**src/rtl/station_timer_ctrl.sv**
```systemverilog
// Station sequencer timers: dwell/load accumulation, line phase and gear phase, with sticky enable-conflict flag.
// Latency: all outputs registered; pulses appear on the edge the terminal count is reached.
// Backpressure: none; enables are levels, and a conflict freezes every counter for that edge.
module station_timer_ctrl #(
    parameter int unsigned DWELL_CYC = 100,
    parameter int unsigned LINE_CYC  = 50,
    parameter int unsigned GEAR_CYC  = 30,
    parameter int unsigned MAX_LOAD  = 8
) (
    input  logic       clk,
    input  logic       reset,
    input  logic       en_acc,
    input  logic       en_line_timer,
    input  logic       en_gear_timer,
    input  logic       en_sensor,
    input  logic       detect,
    output logic       ready,
    output logic       line_end,
    output logic       gear_end,
    output logic [7:0] load_count,
    output logic       err
);

    localparam logic [15:0] DWELL_MAX = 16'(DWELL_CYC);
    localparam logic [15:0] LINE_MAX  = 16'(LINE_CYC);
    localparam logic [15:0] GEAR_MAX  = 16'(GEAR_CYC);
    localparam logic [7:0]  LOAD_MAX  = 8'(MAX_LOAD);

    logic        det_q;
    logic [15:0] dwell_cnt;
    logic        acc_done;
    logic [15:0] line_cnt;
    logic        line_done;
    logic [15:0] gear_cnt;
    logic        gear_done;

    logic        conflict;
    logic        det_evt;
    logic [15:0] dwell_nxt;
    logic [7:0]  load_nxt;
    logic        acc_hit;
    logic [15:0] line_nxt;
    logic [15:0] gear_nxt;

    assign conflict  = (en_acc & en_line_timer) | (en_acc & en_gear_timer)
                     | (en_line_timer & en_gear_timer);
    assign det_evt   = detect & ~det_q & en_sensor;
    assign dwell_nxt = (dwell_cnt == DWELL_MAX) ? dwell_cnt : dwell_cnt + 16'd1;
    assign load_nxt  = (det_evt && (load_count != LOAD_MAX)) ? load_count + 8'd1 : load_count;
    // Either terminal condition completes the dwell; acc_done keeps it to a single pulse.
    assign acc_hit   = (dwell_nxt == DWELL_MAX) || (load_nxt == LOAD_MAX);
    assign line_nxt  = line_cnt + 16'd1;
    assign gear_nxt  = gear_cnt + 16'd1;

    always_ff @(posedge clk or posedge reset) begin
        if (reset) begin
            det_q      <= 1'b0;
            dwell_cnt  <= '0;
            load_count <= '0;
            acc_done   <= 1'b0;
            ready      <= 1'b0;
            err        <= 1'b0;
        end else begin
            det_q <= detect;
            ready <= 1'b0;
            if (conflict) begin
                err <= 1'b1;
            end
            if (!en_acc) begin
                dwell_cnt  <= '0;
                load_count <= '0;
                acc_done   <= 1'b0;
            end else if (!conflict) begin
                dwell_cnt  <= dwell_nxt;
                load_count <= load_nxt;
                if (acc_hit) begin
                    acc_done <= 1'b1;
                    ready    <= ~acc_done;
                end
            end
        end
    end

    always_ff @(posedge clk or posedge reset) begin
        if (reset) begin
            line_cnt  <= '0;
            line_done <= 1'b0;
            line_end  <= 1'b0;
        end else begin
            line_end <= 1'b0;
            if (!en_line_timer) begin
                line_cnt  <= '0;
                line_done <= 1'b0;
            end else if (!conflict && !line_done) begin
                line_cnt <= line_nxt;
                if (line_nxt == LINE_MAX) begin
                    line_done <= 1'b1;
                    line_end  <= 1'b1;
                end
            end
        end
    end

    always_ff @(posedge clk or posedge reset) begin
        if (reset) begin
            gear_cnt  <= '0;
            gear_done <= 1'b0;
            gear_end  <= 1'b0;
        end else begin
            gear_end <= 1'b0;
            if (!en_gear_timer) begin
                gear_cnt  <= '0;
                gear_done <= 1'b0;
            end else if (!conflict && !gear_done) begin
                gear_cnt <= gear_nxt;
                if (gear_nxt == GEAR_MAX) begin
                    gear_done <= 1'b1;
                    gear_end  <= 1'b1;
                end
            end
        end
    end

endmodule

```
**config.mk**
```make
export PLATFORM = sky130hd
export DESIGN_NAME = station_timer_ctrl
export DESIGN_NICKNAME = d
export VERILOG_FILES = /design/src/rtl/station_timer_ctrl.sv
export SDC_FILE = /design/constraint.sdc
export NUM_CORES = 1
export LEC_CHECK = 0
export CAP_MARGIN = 40
export CORE_AREA = 3 3 120 122
export DETAILED_ROUTE_END_ITERATION = 10
export DIE_AREA = 0 0 123 125
export PLACE_DENSITY = 0.45
export SETUP_SLACK_MARGIN = 0.2
export SYNTH_ARGS = -nofsm -noshare
export SYNTH_HDL_FRONTEND = slang
export SYNTH_SLANG_ARGS = --single-unit
```
**constraint.sdc**
```tcl
create_clock -name clk -period 5.83 [get_ports clk]
set_input_delay 1.749 -clock clk [delete_from_list [all_inputs] [get_ports clk]]
set_output_delay 1.749 -clock clk [all_outputs]
set_load 0.005 [all_outputs]
```
### Yosys cells after proc, flatten, opt, wreduce, memory -nomap -nowiden

Index checks and enable logic that the tools add are counted.

| storage, ports and cells | value |
|---|---|
| output and inout bits | 12 |
| input port bits | 7 |
| logic and storage cells | 75 |
| flip-flop bits (word level) | 64 |

| operators by class | value |
|---|---|
| add/sub/neg operators | 4 |
| equal/unequal tests | 12 |
| bitwise logic cells | 9 |
| reductions and logical operators | 10 |
| mux-type cells | 28 |

Operators by type and width:

| kind | number |
|---|---|
| $mux 16 | 7 |
| $add 16x1->16 const B | 3 |
| $eq 16x7->1 const B | 2 |
| $mux 8 | 3 |
| $mux 1 | 18 |
| $eq 16x5->1 const B | 1 |
| $eq 16x6->1 const B | 1 |
| $ne 2x1->1 const B | 5 |
| $add 8x1->8 const B | 1 |
| $eq 8x4->1 const B | 1 |
| $ne 8x4->1 const B | 1 |
| $reduce_and 2->1 | 3 |
| $and 1x1->1 | 5 |
| $logic_and 1x1->1 | 3 |
| $logic_not 1->1 | 3 |
| $ne 2x2->1 const B | 1 |
| $not 1->1 | 2 |
| $or 1x1->1 | 2 |
| $logic_or 1x1->1 | 1 |

### Logic depth before layout (Yosys ltp)

Gate-level depths: netlist of the first run.

| depth | value |
|---|---|
| depth in word-level cells | 10 |
| depth in mapped cells | 8 |

### Least setup slack after synthesis of the first run

OpenSTA, ideal clock, no wires.

| path | value |
|---|---|
| path kind | input port to flip-flop |
| from | in en_gear_timer |
| to | reg load_count[7] |
| arrival time | 3.134 ns |
| stages on the path | 5 |
| buffers on the path | 1 |
| setup slack | 2.612 ns |
| library setup time | 0.084 ns |
| data required time | 5.746 ns |
| path through | or2_1 > clkbuf_1 > or4_1 > or3_1 > a21boi_0 |

| on the way | value |
|---|---|
| cells in the longest elaborated chain, start to end | 4 |
| elaborated cells between the ends (all ways) | 5 |

RTL lines:

| item | line | source |
|---|---|---|
| start, declared | 14 | `input logic en_gear_timer,` |
| $and 1x1->1 | 45 | `assign conflict = (en_acc & en_line_timer) \| (en_acc & en_gear_timer)` |
| $or 1x1->1 | 45 |  |
| $or 1x1->1 (*) | 46 | `\| (en_line_timer & en_gear_timer);` |
| $ne 2x2->1 (no line) (*) | - |  |
| end signal, assigned | 75 | `load_count <= load_nxt;` |
| end, declared | 20 | `output logic [7:0] load_count,` |

Every way passes the cells marked *; elsewhere a longest branch is shown, timed or not.
A chain may end at the register's enable or synchronous reset.

### Worst setup path in the final report of the first run

Ends and elaborated chain as after synthesis.

==> results.json, run 1 <==
{
  "worstSetupStartpointType": "primary input",
  "synth_compound_area_frac": 0.09148,
  "drt-total-wl_mm": 8.577,
  "max-cap-violations": 0,
  "drt_iter0_markers": 195,
  "cts_buffers": 9,
  "antenna_found_initial": 0,
  "io_pins": 19,
  "cts_tree": "built",
  "min_period_over_period": 0.6728,
  "layout_commonest_cell": "dfrtp_1",
  "reg2reg_to": "acc_done",
  "yosysSeqAreaShare": 0.3996,
  "die_w_um": 123,
  "synth-main-ff-cell": "dfrtp_1",
  "final_hold_viol_count": 0,
  "root_buffer": "clkbuf_16",
  "synth_area_per_cell_um2": 9.088,
  "reg2reg_setup_slack_ps": 3400,
  "ys_types": 59,
  "num_vias": 3086,
  "hold_end": "ready",
  "muxShareOfSynthArea": 0.004995,
  "fmax_ghz": 0.2549,
  "vdd_drop_max_uv": 111.8,
  "grt-ovfl-total": 0,
  "synth_edf_count": 0,
  "setup.worst_path.class": "in -> reg",
  "grt_pass1_vias": 3082,
  "fin_crit_ps": 3922,
  "synth-async-reset-ratio": 1.000,
  "placed_cell_area_um2": 4332,
  "cts_max_level": 3,
  "ys_ff_latch": 64,
  "syn-num-nets": 456,
  "worstMarginPinSlew_ps": 800.1,
  "p_per_area_nw_per_um2": 227.5,
  "firstDrtPassIters": 4,
  "reg2regPathDepth": 8,
  "ant_nets": 0,
  "final-max-slew-violation-count": 0,
  "track_usage": 0.1220,
  "area_growth_pct": 15.74,
  "post_drt_wl_per_cell_um": 13.64,
  "clk_pin_slew_ps": 50,
  "place_hpwl_mm": 5.848,
  "core_area_um2": 13300,
  "cp-end-kind": "flip-flop",
  "drive_gt1_frac": 0.05960,
  "grt_pass1_wl_mm": 15.10,
  "drc": 0,
  "status": "completed",
  "crit_start": "en_gear_timer",
  "nets": 464,
  "preCtsSetupSlack_ps": 1524,
  "final_cell_mix": "dfrtp_1 (64), and2_1 (45), xnor2_1 (40)",
  "setup_ws_ps": 1908,
  "die_area_um2": 15380,
  "min_from": "acc_done",
  "gp_congestion": 0.7728,
  "grt_max_degree": 36,
  "clock_sink_count": 64,
  "initial_core_util": 0.3014,
  "cts_resized": 0,
  "r2r_start": "load_count[0]",
  "min_path_cells": 1,
  "worstPathMaxFanout": 23,
  "yosys.area_share.simple": 0.3088,
  "critical_path_arrival_ps": 4170,
  "rsz0062_at_grt": "false",
  "synth_top_family_by_area": "simple AND/OR/NAND/NOR gates",
  "setup_viol": 0,
  "rows": 42,
  "final.setup.tns_ps": 0,
  "portBuffers": 18,
  "hp-class": "reg -> reg",
  "yosysWarnings": 0,
  "synth_area_um2": 4008,
  "antenna_cells": 0,
  "fp.dieH_um": 125,
  "holdBufCountCts": 0,
  "worstPathRequired_ps": 6080,
  "relSlewSlack": 0.4617,
  "synth_xor_area_frac": 0.1268,
  "synth_fa_ha_area_frac": 0.02498,
  "fin_area_um2": 4638,
  "finalClockSkew_ps": 4.515,
  "viasPerCell": 4.906,
  "post-cts-setup-buffer-count": 0,
  "clock_latency_ps": 330,
  "syn_inst": 441,
  "clock_path_buffers": 2,
  "power.leakage_nw": 1.864
}
## synth_stat cells (all sizes together) (7+ instances only)
cell type | number | area share
and2 | 47 | 0.074
clkbuf | 18 | 0.017
or3 | 7 | 0.011
nor2b | 10 | 0.016
nor4 | 7 | 0.015
nor3 | 19 | 0.025
a21oi | 8 | 0.010
xnor2 | 40 | 0.087
dfrtp | 64 | 0.40
nand3 | 26 | 0.032
nand2 | 36 | 0.034
nor2 | 15 | 0.014
o21ai | 7 | 0.0087
xor2 | 18 | 0.039
nand4 | 19 | 0.030
ha | 8 | 0.025
buf | 8 | 0.012
inv | 16 | 0.015
## layer usage
layer,GRT usage,vias to the layer above,part of all wire
met3,0.04291,8,0.033
met4,0.03844,0,0.013
met5,0,-,0
met2,0.1894,38,0.46
met1,0.1590,1473,0.49
li1,-,1567,-
## state kept, by name (all words and copies together), names as in the netlist
register / cells
acc_done: 1
det_q: 1
dwell_cnt: 16
err: 1
gear_cnt: 16
gear_done: 1
gear_end: 1
line_cnt: 16
line_done: 1
line_end: 1
load_count: 8
ready: 1
## kinds of logic after synthesis
group,Yosys count
and+or+nand+nor,216
DFF,64
xor gates and xnor gates,58
AOI/OAI and AO/OA,51
buffers and inverters,42
adders and majority gates,8
muxes,2
## per-stage QoR
step | power [mW] | util | hold slack, ps | cells
after floorplan | 0.4908 | - | 421.1 | 441
after global placement | 0.5100 | 0.3258 | 438.2 | 614
after detailed placement | 0.5101 | 0.3258 | 441.7 | 614
after CTS | 1.077 | 0.3489 | 450.6 | 629
after global routing | 1.101 | 0.3489 | 468.7 | 629
final | 1.055 | 0.3489 | 443.5 | 629
## final cells by class
| type | instances | area (µm²) |
|---|---|---|
| inverter | 16 | 60.06 |
| timing repair buffer | 23 | 217.7 |
| fill | 1379 | 8657 |
| multi-input combinational | 335 | 2232 |
| sequential | 64 | 1602 |
| clock buffer | 12 | 266.5 |
| tap | 176 | 220.2 |
| clock inverter | 3 | 40.04 |
## worst max-delay path, cell delays in order
cell and delay [ps]:
clkdlybuf4s50_1 820, or2_1 500, or4_1 580, or3_1 360
a21boi_0 160
## worst max path at each step
stage	depth (start not counted)	slack, ps	to
2_1_floorplan	1	2480	acc_done
3_3_place_gp	5	1520	load_count[7]
3_5_place_dp	5	1520	load_count[7]
4_1_cts	5	1870	load_count[7]
5_1_grt	5	1680	line_cnt[15]
6_report	5	1910	load_count[7]
## where the power goes
group          total (mW)  switching (mW)  internal (mW)
Clock               0.555           0.193          0.362
Combinational      0.0470          0.0297         0.0173
Sequential          0.453         0.00523          0.448
Note: power is estimated with default switching activity, not from simulation.
==> run 2, diff against run 1 <==
PLACE_DENSITY = 0.46   (was 0.45)
clock period = 3.3 ns   (was 5.83 ns; I/O delays follow)
==> results.json, run 2 (synthesized netlist as in run 1, its figures left out) <==
{
  "status": "completed",
  "setup.worst_path.class": "in -> reg",
  "layout_commonest_cell": "dfrtp_1",
  "num_vias": 3139,
  "p_per_area_nw_per_um2": 387.0,
  "placed_cell_area_um2": 4374,
  "final_hold_viol_count": 0,
  "slowest_stage": "clkdlybuf4s50_1",
  "cts_resized": 0,
  "clock_latency_ps": 340,
  "fp.dieH_um": 125,
  "place_hpwl_mm": 5.966,
  "grt_max_degree": 65,
  "cts_tree": "built",
  "intPower_mw": 1.392,
  "power.leakage_nw": 1.880,
  "vdd_drop_max_uv": 190.1,
  "antenna_cells": 0,
  "p_sw_mw": 0.4109,
  "initial_core_util": 0.3014,
  "critical-path-max-stage-delay_ps": 520,
  "cts_buffers": 9,
  "firstDrtPassIters": 4,
  "drt-total-wl_mm": 8.860,
  "area_growth_pct": 16.27,
  "worstSetupStartpointType": "primary input",
  "track_usage": 0.1234,
  "worstPathMaxFanout": 5,
  "pwr-share-clk": 0.506,
  "core_area_um2": 13300,
  "clock_path_buffers": 2,
  "min_period_over_period": 0.8067,
  "fin_crit_ps": 2662,
  "crit_buf_inv": 1,
  "holdBufCountCts": 0,
  "setup_viol": 0,
  "root_buffer": "clkbuf_16",
  "final.setup.tns_ps": 0,
  "clock_sink_count": 64,
  "worstPathRequired_ps": 3560,
  "drc": 0,
  "drive_gt1_frac": 0.06769,
  "nets": 468,
  "cpLargestDelayFamily": "simple AND/OR/NAND/NOR gates",
  "max-cap-violations": 0,
  "hp-class": "reg -> reg",
  "cp_cell_sequence": "clkdlybuf4s50_1, and3b_1, nand3_1, or4_1, or3_1, a21boi_0",
  "drt_iter0_markers": 154,
  "top_regs": "dwell_cnt x16, gear_cnt x16, line_cnt x16",
  "finalClockSkew_ps": 7.191,
  "gp_congestion": 0.7686,
  "post_drt_wl_per_cell_um": 13.97,
  "rsz0062_at_grt": "false",
  "timing.hold.ws_ps": 437.1,
  "cts_max_level": 3,
  "antenna_found_initial": 0,
  "final_cell_mix": "dfrtp_1 (64), and2_1 (45), xnor2_1 (40)",
  "grt_pass1_wl_mm": 15.18,
  "die_w_um": 123,
  "combPwrFrac": 0.049,
  "portBuffers": 18,
  "final-max-slew-violation-count": 0,
  "post-cts-setup-buffer-count": 0,
  "clk_pin_slew_ps": 60,
  "viasPerCell": 4.951,
  "ant_nets": 0,
  "critical_path_arrival_ps": 2920,
  "grt_pass1_vias": 3069,
  "rows": 42,
  "seq_power_share": 0.444,
  "p_sw_frac": 0.2279,
  "grt-ovfl-total": 0,
  "fin_area_um2": 4659,
  "worstMarginPinSlew_ps": 689.3,
  "die_area_um2": 15380,
  "fmax_ghz": 0.3757,
  "io_pins": 19,
  "cp-end-kind": "flip-flop",
  "relSlewSlack": 0.5362
}
## run 2: through the flow
| stage | cells | setup slack, ps | power (mW) | utilization |
|---|---|---|---|---|
| 6_report | 634 | 638.0 | 1.803 | 0.3505 |
| 5_1_grt | 634 | 511.6 | 1.880 | 0.3505 |
| 4_1_cts | 634 | 643.1 | 1.840 | 0.3505 |
| 3_5_place_dp | 618 | 284.4 | 0.9064 | 0.3290 |
| 3_3_place_gp | 618 | 270.7 | 0.9049 | 0.3290 |
| 2_1_floorplan | 441 | 711.9 | 0.8671 | - |
## run 2: layer usage
metal,up-vias,global-route usage,share of wire
met5,-,0,0
met4,0,0.06384,0.020
met3,11,0.02439,0.022
met2,32,0.1862,0.47
met1,1522,0.1666,0.49
li1,1574,-,-
## run 2: cell type report
class	instances	area, µm²
flip-flops and latches	64	1602
clock buffers	13	270.3
well taps	176	220.2
multi-input cells	335	2232
fillers	1342	8636
inverters	16	60.06
repair buffers	27	260.3
clock inverters	3	15.01
## run 2: final timing paths
kind,from,to,slack (ps),depth (start not counted)
worst max-delay path,detect,load_count[7],640,6
worst min-delay path,acc_done,ready,440,1
worst max register to register,dwell_cnt[1],acc_done,910,7
worst min register to register,acc_done,ready,440,1
max in group asynchronous,reset,line_cnt[3],1970,3
min in group asynchronous,reset,gear_cnt[1],1040,3
## run 2: worst register-to-register path: cells and delay by family, from the launching register on
family | cells | cell delay (ps)
and+or+nand+nor | 2 | 850
AOI/OAI and AO/OA | 3 | 460
adders and majority gates | 1 | 360
DFF | 1 | 430
muxes | 1 | 190
## run 2: power by group through the flow
| stage | clock (mW) | sequential [mW] | combinational (mW) |
|---|---|---|---|
| after floorplan | 0 | 0.812 | 0.0554 |
| after global placement | 0 | 0.814 | 0.0909 |
| after detailed placement | 0 | 0.815 | 0.0919 |
| after CTS | 0.947 | 0.801 | 0.0922 |
| after global routing | 0.977 | 0.802 | 0.101 |
| final | 0.913 | 0.801 | 0.0888 |
==> run 3, diff against run 2 <==
PLACE_DENSITY = 0.45   (was 0.46)
clock period = 2.7 ns   (was 3.3 ns; I/O delays follow)
==> results.json, run 3 (synthesized netlist as in run 1, its figures left out) <==
{
  "initial_core_util": 0.3014,
  "power.total_mw": 2.356,
  "fp.dieH_um": 125,
  "worstPathMaxFanout": 5,
  "grt-ovfl-total": 0,
  "finalClockSkew_ps": 6.603,
  "top_regs": "dwell_cnt x16, gear_cnt x16, line_cnt x16",
  "drt_iter0_markers": 167,
  "die_area_um2": 15380,
  "timing.hold.ws_ps": 430.9,
  "io_pins": 19,
  "grt_pass1_vias": 3068,
  "drt-total-wl_mm": 8.881,
  "worstSetupStartpointType": "primary input",
  "drive_gt1_frac": 0.1023,
  "ant_nets": 0,
  "final.setup.tns_ps": 0,
  "grt_max_degree": 65,
  "cts_buffers": 9,
  "portBuffers": 18,
  "fin_area_um2": 4812,
  "cts_tree": "built",
  "grt_pass1_wl_mm": 15.18,
  "final_cell_mix": "dfrtp_1 (64), and2_1 (45), xnor2_1 (40)",
  "place_hpwl_mm": 6.073,
  "fin_crit_ps": 2370,
  "final_cells": 645,
  "worstMarginPinSlew_ps": 687.3,
  "setup_ws_ps": 330.2,
  "min_period_over_period": 0.8777,
  "min_path_cells": 1,
  "placed_cell_area_um2": 4457,
  "firstDrtPassIters": 6,
  "hp-class": "reg -> reg",
  "gp_congestion": 0.7630,
  "clock_path_buffers": 2,
  "critical_path_arrival_ps": 2630,
  "drc": 0,
  "p_per_area_nw_per_um2": 489.5,
  "cts_max_level": 3,
  "max-cap-violations": 0,
  "track_usage": 0.1223,
  "setup_viol": 0,
  "relSlewSlack": 0.5376,
  "layout_commonest_cell": "dfrtp_1",
  "cp-end-kind": "flip-flop",
  "dp_cells": 629,
  "holdBufCountCts": 0,
  "antenna_found_initial": 0,
  "status": "completed",
  "setup.worst_path.class": "in -> reg",
  "antenna_cells": 0,
  "rsz0062_at_grt": "false",
  "rows": 42,
  "worstPathRequired_ps": 2960,
  "viasPerCell": 4.871,
  "clock_latency_ps": 340,
  "clk_pin_slew_ps": 60,
  "reg2regPathDepth": 7,
  "finish.utilization": 0.3619,
  "preCtsSetupSlack_ps": -136.6,
  "vdd_drop_max_uv": 194.7,
  "final_hold_viol_count": 0,
  "root_buffer": "clkbuf_16",
  "core_area_um2": 13300,
  "post_drt_wl_per_cell_um": 13.77,
  "clock_sink_count": 64,
  "nets": 479,
  "die_w_um": 123,
  "area_growth_pct": 20.08,
  "final-max-slew-violation-count": 0,
  "fmax_ghz": 0.4220,
  "power.leakage_nw": 1.968,
  "num_vias": 3142
}
[run 3: final cells by class]
class,count,area [µm²]
Clock buffer,10,239.0
Clock inverter,6,82.58
Fill cell,1348,8483
Inverter,16,60.06
Multi-Input combinational cell,335,2261
Sequential cell,64,1602
Tap cell,176,220.2
Timing Repair Buffer,38,347.8
[run 3: worst paths after layout]
path,start,slack (ps),endpoint
worst max-delay path,en_gear_timer,330,load_count[7]
worst min-delay path,acc_done,430,ready
worst max register to register,dwell_cnt[1],410,acc_done
worst min register to register,acc_done,430,ready
max in group asynchronous,reset,1540,line_cnt[15]
min in group asynchronous,reset,870,load_count[7]
[run 3: where the power goes]
part | leakage (nW) | internal (mW) | switching (mW)
sequential | 0.883 | 0.967 | 0.0108
combinational | 0.927 | 0.0456 | 0.0670
clock | 0.158 | 0.828 | 0.437
[run 3: layer usage]
layer / global-route usage / routed length [µm]
met5: 0 / 0
met4: 0.04495 / 148
met3: 0.02981 / 201
met2: 0.1878 / 4117
met1: 0.1668 / 4414
[run 3: repair_timing]
action	4_1_cts	5_1_grt
resized for setup	0	10
setup endpoints to repair	0	2
buffers inserted	0	0
[run 3: worst max-delay path, cell delays in order]
cell and delay, ps:
clkdlybuf4s50_1 470, or2_1 300, or4_1 530, or3_1 350, a21boi_0 170
